File: src/rtl/alu_serial_ctrl.sv
// Bit-serial sequencer driving one external 1-bit ALU slice, LSB first, for a WIDTH-bit operation.
// Optional build macro ALU_SERIAL_OVF_EN enables the overflow flag and overflow-corrected slt.
module alu_serial_ctrl #(
  parameter int WIDTH = 32
) (
  input  logic             clk,
  input  logic             rst_n,
  input  logic             start,
  input  logic [5:0]       ctl,
  input  logic [WIDTH-1:0] a,
  input  logic [WIDTH-1:0] b,
  output logic             busy,
  output logic             done,
  output logic [WIDTH-1:0] result,
  output logic             zero,
  output logic             overflow,
  output logic             illegal,
  output logic [5:0]       slice_ctl,
  output logic             slice_ai,
  output logic             slice_bi,
  output logic             slice_invb,
  output logic             slice_cin,
  input  logic             slice_sum,
  input  logic             slice_cout,
  input  logic             slice_set
);

  localparam int IW = $clog2(WIDTH);
  localparam logic [IW-1:0] LAST = IW'(WIDTH - 1);

  localparam logic [5:0] CTL_ADD = 6'd32;
  localparam logic [5:0] CTL_SUB = 6'd34;
  localparam logic [5:0] CTL_AND = 6'd36;
  localparam logic [5:0] CTL_OR  = 6'd37;
  localparam logic [5:0] CTL_SLT = 6'd42;

  typedef enum logic [1:0] {IDLE, RUN, DONE} state_t;

  state_t           state_q;
  logic [WIDTH-1:0] a_sh;
  logic [WIDTH-1:0] b_sh;
  logic [5:0]       ctl_q;
  logic             invb_q;
  logic             carry_q;
  logic [IW-1:0]    idx_q;

  logic             invb_cap;
  logic             legal;
  logic             last_bit;
  logic             less;
  logic [WIDTH-1:0] sum_word;
  logic [WIDTH-1:0] final_word;

  // Slice inputs come straight from flops so the slice round trip is the only comb path per cycle.
  assign slice_ctl  = ctl_q;
  assign slice_ai   = a_sh[0];
  assign slice_bi   = b_sh[0];
  assign slice_invb = invb_q;
  assign slice_cin  = carry_q;

  assign invb_cap = (ctl == CTL_SUB) || (ctl == CTL_SLT);
  assign legal    = (ctl_q == CTL_ADD) || (ctl_q == CTL_SUB) || (ctl_q == CTL_AND) ||
                    (ctl_q == CTL_OR)  || (ctl_q == CTL_SLT);
  assign last_bit = (state_q == RUN) && (idx_q == LAST);

  // Operand A is shifted out at the bottom while sum bits shift in at the top.
  assign sum_word = {slice_sum, a_sh[WIDTH-1:1]};

`ifdef ALU_SERIAL_OVF_EN
  logic ovf_bit;
  logic is_arith;
  assign ovf_bit  = slice_cin ^ slice_cout;
  assign is_arith = (ctl_q == CTL_ADD) || (ctl_q == CTL_SUB);
  assign less     = slice_set ^ ovf_bit;

  always_ff @(posedge clk or negedge rst_n) begin
    if (!rst_n) begin
      overflow <= 1'b0;
    end else if (last_bit) begin
      overflow <= is_arith & ovf_bit;
    end
  end
`else
  assign less     = slice_set;
  assign overflow = 1'b0;
`endif

  assign final_word = (ctl_q == CTL_SLT) ? {{(WIDTH-1){1'b0}}, less} : sum_word;

  // NOTE: every flop here, including the operand shift registers, takes the async reset and is
  // written with non-blocking assignments so all next-state terms see pre-edge values.
  always_ff @(posedge clk or negedge rst_n) begin
    if (!rst_n) begin
      state_q <= IDLE;
      busy    <= 1'b0;
      done    <= 1'b0;
      result  <= '0;
      zero    <= 1'b1;
      illegal <= 1'b0;
      a_sh    <= '0;
      b_sh    <= '0;
      ctl_q   <= '0;
      invb_q  <= 1'b0;
      carry_q <= 1'b0;
      idx_q   <= '0;
    end else begin
      case (state_q)
        IDLE, DONE: begin
          done <= 1'b0;
          if (start) begin
            a_sh    <= a;
            b_sh    <= b;
            ctl_q   <= ctl;
            invb_q  <= invb_cap;
            carry_q <= invb_cap;
            idx_q   <= '0;
            busy    <= 1'b1;
            state_q <= RUN;
          end else begin
            state_q <= IDLE;
          end
        end
        RUN: begin
          a_sh    <= sum_word;
          b_sh    <= b_sh >> 1;
          carry_q <= slice_cout;
          idx_q   <= idx_q + IW'(1);
          if (last_bit) begin
            busy    <= 1'b0;
            done    <= 1'b1;
            result  <= final_word;
            zero    <= (final_word == '0);
            illegal <= !legal;
            state_q <= DONE;
          end
        end
        default: state_q <= IDLE;
      endcase
    end
  end

endmodule

File: config.mk
export PLATFORM = sky130hd
export DESIGN_NAME = alu_serial_ctrl
export DESIGN_NICKNAME = d
export VERILOG_FILES = /design/src/rtl/alu_serial_ctrl.sv
export SDC_FILE = /design/constraint.sdc
export NUM_CORES = 1
export LEC_CHECK = 0
export ABC_AREA = 1
export BUFFER_PORTS_ARGS = -buffer_cell sky130_fd_sc_hd__clkbuf_2
export CAP_MARGIN = 25
export CORE_UTILIZATION = 59
export CTS_BUF_LIST = sky130_fd_sc_hd__clkbuf_2 sky130_fd_sc_hd__clkbuf_4 sky130_fd_sc_hd__clkbuf_8
export CTS_CLUSTER_DIAMETER = 50
export DETAILED_ROUTE_END_ITERATION = 16
export GPL_TIMING_DRIVEN = 0
export PLACE_DENSITY_LB_ADDON = 0.1
export SYNTH_ARGS = -nofsm -noshare
export SYNTH_HDL_FRONTEND = slang
export SYNTH_SLANG_ARGS = --single-unit
File: constraint.sdc
create_clock -name clk -period 2.4 [get_ports clk]
set_input_delay 0.12 -clock clk [delete_from_list [all_inputs] [get_ports clk]]
set_output_delay 0.12 -clock clk [all_outputs]
set_load 0.01 [all_outputs]
==> impl_metrics.toml <==
[flow_run]
maxCapViolations = 0

[synth]
synth_cell_types = 31
yosys_warnings = 0
synth_area_leader_cell = "dfrtp_1"
ys_top_cells_by_area = "dfrtp_1 (57%), nand2_1 (19%), nand3_1 (6.7%), o31ai_2 (2.5%), buf_2 (2.1%)"
synth_top_area_share_pct = 56.8
ys_ff_latch = 115
synthCells = 577
synth-main-ff-cell = "dfrtp_1"
synth_nets = 655
avgSynthCellArea_um2 = 8.70
async_flop_share_pct = 100
synth_edf_count = 0
seq_area_frac_synth_pct = 57.4
netlist_area_um2 = 5020

[sta]
fin_crit_sh_pct = 90.8
slew_headroom_pct = 40.8
final_max_slew_viol_count = 0
final_hold_viol_count = 0
setup_ws_ns = 0.221
tightest_slew_ns = 0.888
setup_viol = 0
max_freq_ghz = 0.459
whs_ns = 0.190
period_minus_slack_ns = 2.18
rsz0062_at_grt = "no"
fin_skew_ns = 0.0107
finalSetupTns_ns = 0

[worst_hold_path]
hold_depth = 4
holdCritPathClass = "primary input to flip-flop"

[worst_setup_path]
crit_type = "flip-flop to flip-flop"
crit_family = "buffers and inverters"
required_ns = 2.77
worstPathArrival_ns = 2.55
cpMostUsedCell = "nand2_1"
reg2regPathDepth = 8
crit_chain = "inv_1 > nand2_1 > buf_2 > inv_2 > clkbuf_1 > nand2_1 > nand3_1 > dlygate4sd3_1"
cp-end-kind = "flip-flop"
cpMaxStageDelayCell = "dlygate4sd3_1"
critical_path.startpoint_type = "flip-flop"
crit_fanout = 10
path_buf_inv = 5
cp_slowest_stage_delay_ns = 0.56
crit_cells = 8

[place]
dp.cells = 803
placed_area_um2 = 5760
gp_congestion = 0.848
pre_cts_slack_ns = 0.647
dp_hpwl_um = 8440
io_buffers = 121

[routing]
wl_per_cell_um = 16.2
num_vias = 5015
first_pass_iters = 5
viasPerCell = 5.51
drc_errors = 0
drt.antenna.violating_nets = 0
totalWireLength_um = 14700
first_iter_violations = 425

[global_routing]
gr-total-overflow = 0
grt_usage_pct = 36.1
grt_pass1_vias = 5002
antenna_found_initial = 0
grt_pass1_wl_um = 23700
grt_max_degree = 116

[die]
rows = 33
fp.dieH_um = 94.2
initial_utilization_pct = 61.1
ioPinCount = 123
core_area_um2 = 8220
dieArea_um2 = 8880
die_w_um = 94.2

[finish]
num-fill-cells = 468
diodes = 0
final_cells = 910
area_delta_synth_final_pct = 39.6
fin_util_pct = 85.3
layout-drive-gt1-share_pct = 24.5
final_area_um2 = 7010
final_nets = 870
mostFrequentLayoutCells = "nand2_1 (255), clkbuf_2 (120), dfrtp_1 (114)"
final_common_cell = "nand2_1"

[run_status]
status = "finished clean"

[cts]
cts_tree = "done"
clock_sinks = 115
htreeDepth = 4
cts_resized = 0
clk_pin_slew_ns = 0.07
clock_path_buffers = 2
clk_latency_ns = 0.43
cts_made_buffers = 17
cts-root-buf = "clkbuf_8"

[power_and_ir_drop]
power.total_mw = 8.80
p_per_area_nw_per_um2 = 1260
ir_drop_uv = 696
p_leak_nw = 3.59
-- synthesized netlist by cell type (2+ instances only) --
library cell / n
dfrtp_1: 114
a22o_1: 2
nand2_1: 255
ha_1: 2
o211ai_1: 7
o21ai_1: 7
a21oi_1: 4
o21ai_0: 16
buf_2: 21
nand3_1: 67
o31ai_2: 10
nor2_1: 8
buf_1: 2
nor2_2: 2
inv_1: 25
clkbuf_1: 6
o221ai_1: 9
buf_6: 2
inv_2: 4
o31ai_1: 3
-- power by group --
part / internal [mW] / switching [mW]
combinational: 1.22 / 1.90
sequential: 2.84 / 0.642
clock: 1.42 / 0.785
total: 5.47 / 3.33
-- path summary, 6_finish.rpt --
| kind | from | to | slack (ns) |
|---|---|---|---|
| setup / recovery | state_q[0] | a_sh[31] | 0.22 |
| hold / removal | start | busy | 0.19 |
| setup reg to reg | state_q[0] | a_sh[31] | 0.22 |
| hold reg to reg | idx_q[3] | idx_q[3] | 0.48 |
| max in group asynchronous | rst_n | state_q[0] | 1.43 |
| min in group asynchronous | rst_n | result[22] | 0.37 |
-- registers in the layout (all words and copies together) (netlist names), 2 cells and up --
name / count
state_q: 2
b_sh: 32
result: 32
slice_ctl: 6
idx_q: 5
a_sh: 32
-- worst reg2reg max path, stage by stage (launching register included) --
cell	delay (ns)
dfrtp_1	0.38
inv_1	0.07
nand2_1	0.08
buf_2	0.20
inv_2	0.17
clkbuf_1	0.43
nand2_1	0.11
nand3_1	0.11
dlygate4sd3_1	0.56
-- logic make-up (layout without fill, tap and decap cells) --
family,Yosys count,after routing,share of synthesized area (%)
other,1,1,0.0747
buffers and inverters,61,289,5.46
AND/OR/NAND/NOR,338,338,27.7
adder cells (fa/ha/maj),2,2,0.499
flip-flops,115,115,57.4
AO/OA/AOI/OAI,60,60,8.90
-- what timing repair did --
action                                 4_1_cts  5_1_grt
endpoints found under the hold margin      186        0
hold buffers                                75        0
setup buffers                                0        0
-- metal layers --
layer  GRT usage [%]  share of wire, %
met5               0                 0
met4            17.8               3.7
met3            8.66               7.0
met2            60.6                52
met1            43.2                37
-- final cells by class --
class                   instances  area (um2)  area share (%)
inverters                      29         109            1.55
flip-flops and latches        115        2880            41.1
well taps                     105         131            1.87
clock inverters                 8         169            2.41
multi-input cells             401        1870            26.6
repair buffers                196        1370            19.5
plain buffers                  32         165            2.36
clock buffers                  24         324            4.62
No activity file was read; power rests on OpenSTA's default activity.
